## src/rtl/vrased_reset_ctrl.sv

```systemverilog
// Security-monitor reset responder: stretches core reset, optionally zero-wipes a RAM window,
// then releases the core. Build with VRASED_RST_WIPE_EN defined to include the wipe engine.
module vrased_reset_ctrl #(
    parameter logic [15:0] WIPE_BASE  = 16'h0200,
    parameter logic [15:0] WIPE_WORDS = 16'd256,
    parameter logic [7:0]  STRETCH    = 8'd8
) (
    input  logic        clk,
    input  logic        reset_n,
    input  logic        viol_req,
    output logic        mem_req,
    input  logic        mem_gnt,
    output logic [15:0] mem_addr,
    output logic        mem_wen,
    output logic [15:0] mem_dout,
    output logic        core_rst,
    output logic        busy,
    output logic        done,
    output logic [7:0]  viol_cnt
);

    typedef enum logic [1:0] {IDLE, HOLD, WIPE, WAIT} state_t;

    state_t      state, state_nxt;
    logic [7:0]  cnt, cnt_nxt;
    logic [7:0]  viol_cnt_nxt;
    logic        viol_q;
    logic        done_nxt;
    logic        rise;

    assign rise     = viol_req & ~viol_q;
    assign mem_wen  = mem_req;
    assign mem_dout = 16'h0000;

`ifdef VRASED_RST_WIPE_EN
    logic [15:0] idx, idx_nxt;
    logic [15:0] addr_nxt;
    logic        req_nxt;
`else
    logic unused_cfg;
    assign unused_cfg = mem_gnt ^ (WIPE_WORDS == 16'd0);
    assign mem_req    = 1'b0;
    assign mem_addr   = WIPE_BASE;
`endif

    // Reset lands in HOLD so every power-on runs a full stretch (and wipe).
    always_ff @(posedge clk or negedge reset_n) begin
        if (!reset_n) begin
            state    <= HOLD;
            cnt      <= STRETCH - 8'd1;
            viol_q   <= 1'b0;
            core_rst <= 1'b1;
            busy     <= 1'b1;
            done     <= 1'b0;
            viol_cnt <= 8'h00;
`ifdef VRASED_RST_WIPE_EN
            mem_req  <= 1'b0;
            mem_addr <= WIPE_BASE;
            idx      <= 16'h0000;
`endif
        end else begin
            state    <= state_nxt;
            cnt      <= cnt_nxt;
            viol_q   <= viol_req;
            core_rst <= (state_nxt != IDLE);
            busy     <= (state_nxt != IDLE);
            done     <= done_nxt;
            viol_cnt <= viol_cnt_nxt;
`ifdef VRASED_RST_WIPE_EN
            mem_req  <= req_nxt;
            mem_addr <= addr_nxt;
            idx      <= idx_nxt;
`endif
        end
    end

    always_comb begin
        state_nxt    = state;
        cnt_nxt      = cnt;
        done_nxt     = 1'b0;
        viol_cnt_nxt = viol_cnt;
`ifdef VRASED_RST_WIPE_EN
        req_nxt      = mem_req;
        addr_nxt     = mem_addr;
        idx_nxt      = idx;
`endif
        case (state)
            IDLE: begin
                if (viol_req) begin
                    state_nxt    = HOLD;
                    cnt_nxt      = STRETCH - 8'd1;
                    viol_cnt_nxt = (viol_cnt == 8'hFF) ? viol_cnt : viol_cnt + 8'd1;
                end
            end
            HOLD: begin
                // A fresh request restarts the minimum hold time.
                if (rise) begin
                    cnt_nxt = STRETCH - 8'd1;
                end else if (cnt == 8'd0) begin
`ifdef VRASED_RST_WIPE_EN
                    state_nxt = WIPE;
                    req_nxt   = 1'b1;
                    addr_nxt  = WIPE_BASE;
                    idx_nxt   = 16'h0000;
`else
                    state_nxt = WAIT;
`endif
                end else begin
                    cnt_nxt = cnt - 8'd1;
                end
            end
`ifdef VRASED_RST_WIPE_EN
            WIPE: begin
                if (mem_gnt) begin
                    addr_nxt = mem_addr + 16'd2;
                    idx_nxt  = idx + 16'd1;
                    if (idx == WIPE_WORDS - 16'd1) begin
                        req_nxt   = 1'b0;
                        state_nxt = WAIT;
                    end
                end
            end
`endif
            WAIT: begin
                if (rise) begin
                    state_nxt = HOLD;
                    cnt_nxt   = STRETCH - 8'd1;
                end else if (!viol_req) begin
                    state_nxt = IDLE;
                    done_nxt  = 1'b1;
                end
            end
            default: begin
                state_nxt = HOLD;
                cnt_nxt   = STRETCH - 8'd1;
            end
        endcase
    end

endmodule

```

## config.mk

```make
export PLATFORM = sky130hd
export DESIGN_NAME = vrased_reset_ctrl
export DESIGN_NICKNAME = d
export VERILOG_FILES = /design/src/rtl/vrased_reset_ctrl.sv
export SDC_FILE = /design/constraint.sdc
export NUM_CORES = 1
export LEC_CHECK = 0
export CAP_MARGIN = 15
export CELL_PAD_IN_SITES_DETAIL_PLACEMENT = 0
export CELL_PAD_IN_SITES_GLOBAL_PLACEMENT = 2
export CORE_MARGIN = 10
export CORE_UTILIZATION = 38
export CTS_BUF_LIST = sky130_fd_sc_hd__clkbuf_2 sky130_fd_sc_hd__clkbuf_4 sky130_fd_sc_hd__clkbuf_8
export DETAILED_ROUTE_END_ITERATION = 16
export DONT_BUFFER_PORTS = 1
export GPL_ROUTABILITY_DRIVEN = 0
export PLACE_DENSITY_LB_ADDON = 0.1
export SETUP_SLACK_MARGIN = 0.05
export SLEW_MARGIN = 20
export SYNTH_ARGS = -nofsm -noshare
export SYNTH_HDL_FRONTEND = slang
export SYNTH_SLANG_ARGS = --single-unit
export TNS_END_PERCENT = 5
```

## constraint.sdc

```tcl
create_clock -name clk -period 2 [get_ports clk]
set_input_delay 0.4 -clock clk [delete_from_list [all_inputs] [get_ports clk]]
set_output_delay 0.4 -clock clk [all_outputs]
set_load 0.02 [all_outputs]
```

# Yosys cells after proc, flatten, opt, wreduce, memory -nomap -nowiden
# Cells that the tools add are included.
[totals]
register_bits = 21
input_bits = 4
[op_classes]
n_addsub = 2
n_eq_ne = 6
mux = 14
bitwise_logic = 3
n_reduce_logical = 5
[ops]
columns = ["operator", "n"]
rows = [
  ["$mux 8", 4],
  ["$pmux 8 s3", 1],
  ["$mux 2", 5],
  ["$add 8x1->8 const B", 1],
  ["$eq 8x8->1 const B", 1],
  ["$logic_not 8->1", 1],
  ["$sub 8x1->8 const B", 1],
  ["$pmux 2 s3", 1],
  ["$reduce_and 3->1", 2],
  ["$ne 2x2->1 const B", 2],
  ["$mux 1", 3],
  ["$ne 3x3->1 const B", 1],
  ["$eq 2x1->1 const B", 1],
  ["$eq 2x2->1 const B", 1],
  ["$logic_not 2->1", 1],
  ["$not 1->1", 2],
  ["$reduce_bool 2->1", 1],
  ["$and 1x1->1", 1],
]

# Logic depth before layout (Yosys ltp)
# Gate-level depths: netlist of run 1.
[logic_depth]
word_depth = 5
ltp_mapped = 7
ltp_nobuf = 6

# Worst setup path before layout of run 1
# No wires, ideal clock.
[synth_path]
path_type = "reg2reg"
startpoint = "register cnt[0]"
endpoint = "register cnt[4]"
setup_ns = 0.124
arrival_ns = 1.694
slack_ns = 0.182
path_stages_with_launch = 8
period_less_slack_ns = 1.818
cell_sequence = "dfstp_2 > inv_1 > ha_1 > or3b_2 > o21ai_1 > and2_2 > buf_6 > a211o_1"
[synth_between]
elab_chain_len = 4
word_cells_on_any_way = 7
cone_classes = "add/sub (1); eq/ne (1); mux (3); reduce/logical (2)"
[synth_rtl]
columns = ["element", "line", "source"]
rows = [
  ["from (decl)", "25", "logic [7:0] cnt, cnt_nxt;"],
  ["from (signal assigned)", "50", "cnt <= STRETCH - 8'd1;"],
  ["from (signal assigned)", "63", "cnt <= cnt_nxt;"],
  ["$sub 8x1->8", "109", "cnt_nxt = cnt - 8'd1;"],
  ["$mux 8", "99", "end else if (cnt == 8'd0) begin"],
  ["$mux 8", "97", "if (rise) begin"],
  ["$pmux 8 s3", "87", "case (state)"],
]
# Parallel ways exist; a longest one is shown, timed or not. The select of a mux whose other input is x is not followed.
# A chain may end at the register's enable or synchronous reset.

# Final worst setup path of run 1
[layout_path]
startpoint = "register cnt[3]"
endpoint = "register cnt[7]"
# The elaborated chain is that of the path after synthesis.

==> summary.txt, run 1 <==
Setup path
  • Worst path slowest cell: or4_4
  • Crit. Startpoint: cnt[3]$_DFFE_PN0P_
  • CP endpoint kind: flop
  • Buffers and inverters on the worst path: 0
  • Required time of the critical path: 2200 ps
  • WP depth: 4
  • Path depth of the worst reg2reg path: 4
  • Worst-path fanout max: 4
  • Critical Path, Cell by Cell: or4_4 -> or4_1 -> nor3b_1 -> a211o_1
  • Reg2reg end: cnt[7]$_DFFE_PN0P_
  • CP delay by family, top: simple AND/OR/NAND/NOR gates
  • Worst Path Arrival: 2100 ps
  • Crit path launch type: flop
  • RR Startpoint: cnt[3]$_DFFE_PN0P_
  • Setup crit end: cnt[7]$_DFFE_PN0P_
  • Critical path class: reg2reg
  • FF-to-FF setup slack: 100 ps
  • Crit-path max cell delay: 550 ps

Route
  • DR pass1 iterations: 4
  • Average routed wire per standard cell: 13.5 um
  • DR DRC count: 0
  • Vias: 840
  • Iteration-0 DRC Markers: 40
  • Remaining antenna violation count after routing: 0
  • Overall routed net length: 2570 um
  • Via-to-Cell Ratio: 4.42

Status
  • Status: finished clean

Clock network
  • Clock buffer count from CTS: 3
  • Clock buffer depth: 2
  • TritonCTS clock tree: done
  • Worst-path clk slew: 120 ps
  • Post-CTS Setup Inserts: 0
  • Clock root cell: clkbuf_4
  • H-Tree Depth: 1
  • TritonCTS sink count: 21
  • Worst-Skew Late Latency: 300 ps

Floorplanning
  • CORE AREA: 3360 sq um
  • Initial core utilization: 39.5%
  • Die ar.: 6260 sq um
  • Row cnt: 21
  • Die width: 79.1 um
  • Die height: 79.1 um
  • # IOs: 49

GRT
  • Initial antenna violation count: 0
  • Largest net degree at the start of global routing: 22
  • Remaining global-route overflow: 0
  • GRT Util Overall: 8.51%
  • Global-route wire length before repair: 4460 um
  • Number of global-route vias before repair: 934

Timing
  • Final setup margin: 103 ps
  • Minimum clock period: 1900 ps
  • RSZ-0062 raised after global routing: true
  • Fin Clk Skew: 2.20 ps
  • Fmax: 0.527 GHz
  • Slew Limit Fails: 0
  • Final setup fails: 0
  • Tcrit/Tclk final: 94.9%
  • Fin Hold WS: 33.0 ps
  • Endpoints failing hold: 0

Job
  • Max-cap violations: 0

Placed design
  • Hpwl dp: 2000 um
  • Setup WS pre-CTS: 92.7 ps
  • Placed cells: 185
  • IO buf count: 0

Pwr
  • Static Leak: 0.646 nW
  • Worst vdd ir: 0.000635 V
  • Pwr Density: 1210 nW/um^2

Logic synthesis
  • Synth unique cells: 39
  • Cells after synthesis: 139
  • Synth Area in Compound Gates: 8.95%
  • Largest family of logic cells by synthesized area: buffers and inverters
  • Post-synthesis sequential area ratio: 40.0%
  • Yosys warns: 0
  • Post-synthesis simple-gate area fraction: 20.2%
  • Post-Syn Area per Cell: 9.56 sq um
  • Adder-Cell Fraction of Synth Area: 1.88%
  • XOR/XNOR Fraction of Synth Area: 4.61%
  • Post-synthesis cell area: 1330 sq um
  • Yosys reg bits: 21
  • Mux cell area share after synthesis: 0.847%

Layout
  • Area of the multi-input gates: 621 sq um
  • Area growth, synth to finish: -1.79%
  • Fillers: 376
  • Fin cells: 190
  • Register area: 532 sq um
  • Layout cell share with drive strength beyond 1: 16.0%
  • # diodes: 0
  • Fin nets: 151

Hold path
  • Worst min-delay path category: in2async
==> how the worst min path moves through the flow <==
stage	start	end	slack, ps	cells past startpoint
2_1_floorplan	reset_n	cnt[3]$_DFFE_PN0P_	100	0
3_3_place_gp	reset_n	cnt[7]$_DFFE_PN0P_	110	0
3_5_place_dp	reset_n	cnt[3]$_DFFE_PN0P_	110	0
4_1_cts	viol_req	viol_q$_DFF_PN0_	100	0
5_1_grt	reset_n	cnt[3]$_DFFE_PN0P_	60	1
6_report	reset_n	cnt[3]$_DFFE_PN0P_	30	1
==> stage by stage <==
step / instance area, sq um / utilization, % / TNS [ps] / power, mW
after floorplan: 1450 / - / 0 / 1.29
after CTS: 1300 / 38.7 / 0 / 1.58
final: 1310 / 38.8 / 0 / 1.58
after global routing: 1310 / 38.8 / -11.1 / 1.72
after detailed placement: 1260 / 37.5 / 0 / 1.34
after global placement: 1260 / 37.5 / 0 / 1.32
==> cells in the final DEF, fill, tap and decap left out, types with 3 or more instances in the layout <==
cell type,count
conb_1,34
dfrtp_1,16
nor2_1,8
nand2_1,6
buf_4,6
xor2_1,5
dfstp_2,5
nor2b_1,4
inv_1,4
nand3_1,4
nor3_1,4
nor4_1,4
clkbuf_4,4
nor3b_1,3
o21ai_0,3
==> cell families after synthesis <==
family          Yosys count
fa+ha+maj                 2
flops                    21
compound gates           17
other cells               2
buf+inv                  42
xor+xnor                  7
mux                       1
simple gates             47
==> flip-flops by register name, summed over array words and instances, names as in the netlist <==
register,flops
busy,1
cnt,8
done,1
state,2
viol_cnt,8
viol_q,1
==> power by group <==
group          total [mW]  internal, mW  switching, mW  leakage (nW)
clock               0.228        0.0913          0.137        0.0184
combinational       0.632         0.254          0.378         0.361
sequential          0.718         0.575          0.143         0.267
==> cells in the mapped netlist <==
cell	instances	area share (%)
a211o_1	2	1.3
nor4_1	4	1.9
inv_1	4	1.1
buf_6	2	1.7
and2_1	1	0.47
nand4_1	1	0.47
o22a_1	1	0.66
a21oi_1	2	0.75
conb_1	2	0.57
nand3_1	4	1.5
or3b_2	1	0.66
a2111oi_0	1	0.66
buf_4	35	20
a21o_1	1	0.57
nor3b_1	3	1.7
xor2_1	5	3.3
nor2b_1	4	1.9
o2bb2ai_1	1	0.66
ha_1	2	1.9
nor4b_1	2	1.3
or4_4	1	0.85
nand2_1	6	1.7
nor3_1	5	1.9
or3b_1	1	0.66
o22a_2	1	0.75
dfstp_2	5	9.9
buf_2	1	0.38
nor2_1	9	2.5
o21ai_0	3	1.1
a22oi_1	1	0.57
and2_2	1	0.57
o21ai_1	2	0.75
xnor2_1	2	1.3
mux2_2	1	0.85
o31ai_1	1	0.57
or4_1	2	1.1
or3_1	2	0.94
o211ai_1	1	0.57
dfrtp_1	16	30
==> cell type report <==
| type | count | area share [%] |
|---|---|---|
| Tap cell | 46 | 4.41 |
| Multi-Input combinational cell | 108 | 47.6 |
| Inverter | 4 | 1.15 |
| Sequential cell | 21 | 40.7 |
| Clock buffer | 4 | 2.30 |
| Timing Repair Buffer | 7 | 3.84 |
==> what timing repair did <==
item,CTS,global route
hold endpoints to repair,21,0
resized for setup,0,3
setup endpoints to repair,0,8
hold buffers,1,0
==> layer usage <==
metal  GRT usage, %  part of all wire [%]  vias up
li1               -                     -      420
met3           3.94                   8.8        2
met1           9.73                    41      398
met2           13.6                    49       20
met4           3.05                  0.51        0
met5              0                     0        -
(Power assumes the default switching activity.)
==> run 2: changes to the inputs <==
- SLEW_MARGIN: 20 -> 10
==> run 2 against run 1 <==
Compared with the run above:
- non-clock buffer count did not move
- sequential share of layout area down 0.16 points
- first-iteration DRC count unchanged
- register-to-register slack about the same
- total power hardly changed
- count of clock-buffer cells in the layout stayed put
- wire length barely moved
- worst hold slack improved by 74 ps
- setup slack unchanged
- utilization grew 0.15 points
- via count did not move
- clock skew stayed put
==> summary.txt, run 2 (same netlist as run 1, synthesis figures left out) <==
Status
  • Status: finished clean

GRT
  • Number of global-route vias before repair: 934 (unchanged)
  • Initial antenna violation count: 0 (unchanged)
  • Global-route wire length before repair: 4460 um (unchanged)
  • GRT Util Overall: 8.51% (unchanged)
  • Largest net degree at the start of global routing: 22 (unchanged)
  • Remaining global-route overflow: 0 (unchanged)

Layout
  • Fin nets: 151 (unchanged)
  • Area growth, synth to finish: -1.41%
  • # diodes: 0 (unchanged)
  • Most common cell after layout, fill and taps aside: conb_1
  • Design Area, Final: 1310 sq um (+0.38%)
  • Layout cell share with drive strength beyond 1: 15.3% (-0.69 points)
  • Biggest regs: cnt: 8 flops, viol_cnt: 8 flops, state: 2 flops
  • Commonest cells after routing, fill and taps aside: conb_1, dfrtp_1, nor2_1

Clock network
  • H-Tree Depth: 1 (unchanged)
  • Clock buffer count from CTS: 3 (unchanged)
  • Clock buffer depth: 2 (unchanged)
  • TritonCTS sink count: 21 (unchanged)
  • Worst-Skew Late Latency: 300 ps (about the same)
  • TritonCTS clock tree: done
  • Clock root cell: clkbuf_4
  • Worst-path clk slew: 120 ps (about the same)

Timing
  • Worst-margin pin slew: 973 ps
  • Slew Limit Fails: 0 (unchanged)
  • Endpoints failing hold: 0 (unchanged)
  • Final setup margin: 103 ps (unchanged)
  • Fmax: 0.527 GHz (unchanged)
  • Final setup fails: 0 (unchanged)
  • Minimum clock period: 1900 ps (unchanged)
  • Fin Clk Skew: 2.20 ps (unchanged)
  • RSZ-0062 raised after global routing: true
  • Relative slew slack: 34.9%
  • Tcrit/Tclk final: 94.9% (unchanged)
  • Fin Hold WS: 107 ps (+73.7 ps)
  • Setup tns final: 0 ps (unchanged)

Floorplanning
  • Die width: 79.1 um (unchanged)
  • Initial core utilization: 39.5% (unchanged)
  • Die height: 79.1 um (unchanged)
  • Row cnt: 21 (unchanged)
  • Die ar.: 6260 sq um (unchanged)
  • # IOs: 49 (unchanged)
  • CORE AREA: 3360 sq um (unchanged)

Placed design
  • Placed standard-cell area: 1260 sq um (unchanged)
  • Hpwl dp: 2000 um (unchanged)
  • Setup WS pre-CTS: 92.7 ps (unchanged)
  • IO buf count: 0 (unchanged)

Hold path
  • Worst min-delay path category: in2reg

Setup path
  • Critical path class: reg2reg
  • Required time of the critical path: 2200 ps (about the same)
  • Crit path launch type: flop
  • Crit-path max cell delay: 550 ps (about the same)
  • Worst path slowest cell: or4_4
  • Buffers and inverters on the worst path: 0 (unchanged)
  • Worst Path Arrival: 2100 ps (about the same)
  • Critical Path, Cell by Cell: or4_4 -> or4_1 -> nor3b_1 -> a211o_1
  • CP delay by family, top: simple AND/OR/NAND/NOR gates
  • Worst-path fanout max: 4 (unchanged)
  • CP endpoint kind: flop

Route
  • Via-to-Cell Ratio: 4.42 (unchanged)
  • DR DRC count: 0 (unchanged)
  • Overall routed net length: 2570 um (about the same)
  • Iteration-0 DRC Markers: 40 (unchanged)
  • Vias: 840 (unchanged)
  • DR pass1 iterations: 4 (unchanged)
  • Average routed wire per standard cell: 13.5 um (about the same)
  • Remaining antenna violation count after routing: 0 (unchanged)

Job
  • Max-cap violations: 0 (unchanged)

Pwr
  • Pwr Density: 1200 nW/um^2 (-0.34%)
  • Pwr Total: 1.58 mW (about the same)
  • Worst vdd ir: 0.000635 V (about the same)
  • Static Leak: 0.647 nW (about the same)
==> run 2: changes by cell type in the layout (fill, tap and decap cells not counted), sizes merged <==
cell / delta
buf: -1
dlygate4sd3: +1
==> run 2: metal layers <==
| metal | track usage, % | share of wire (%) |
|---|---|---|
| met4 | 3.05 | 0.51 |
| met2 | 13.6 | 49 |
| met5 | 0 | 0 |
| met1 | 9.73 | 41 |
| met3 | 3.94 | 8.8 |
==> run 2: repair_timing <==
item                                    4_1_cts  5_1_grt
endpoints found under the setup margin        0        8
hold buffers                                  1        0
buffers inserted                              0        0
endpoints found under the hold margin        21        0
gates resized for setup                       0        3
==> run 2: worst paths after layout <==
path,start,to,slack [ps],cells past startpoint
max in group asynchronous,reset_n,viol_cnt[3]$_DFFE_PN0P_,730,1
max reg2reg,cnt[3]$_DFFE_PN0P_,cnt[7]$_DFFE_PN0P_,100,4
max,cnt[3]$_DFFE_PN0P_,cnt[7]$_DFFE_PN0P_,100,4
min,viol_req,viol_q$_DFF_PN0_,110,0
min reg2reg,cnt[2]$_DFFE_PN1P_,cnt[2]$_DFFE_PN1P_,530,2
min in group asynchronous,reset_n,cnt[3]$_DFFE_PN0P_,680,1
==> run 2: stage by stage <==
step | instances | utilization (%)
6_report | 190 | 39.0
5_1_grt | 190 | 39.0
4_1_cts | 190 | 38.7
3_5_place_dp | 185 | 37.5
3_3_place_gp | 185 | 37.5
2_1_floorplan | 171 | -
==> run 2: layout make-up <==
class	instances	area, sq um
Clock buffer	4	30.0
Multi-Input combinational cell	108	621
Timing Repair Buffer	7	55.1
Inverter	4	15.0
Fill cell	375	2050
Tap cell	46	57.6
Sequential cell	21	532
==> run 2: where the power goes <==
part | internal (mW) | switching [mW]
registers | 0.575 | 0.143
clock network | 0.0913 | 0.137
logic | 0.255 | 0.378
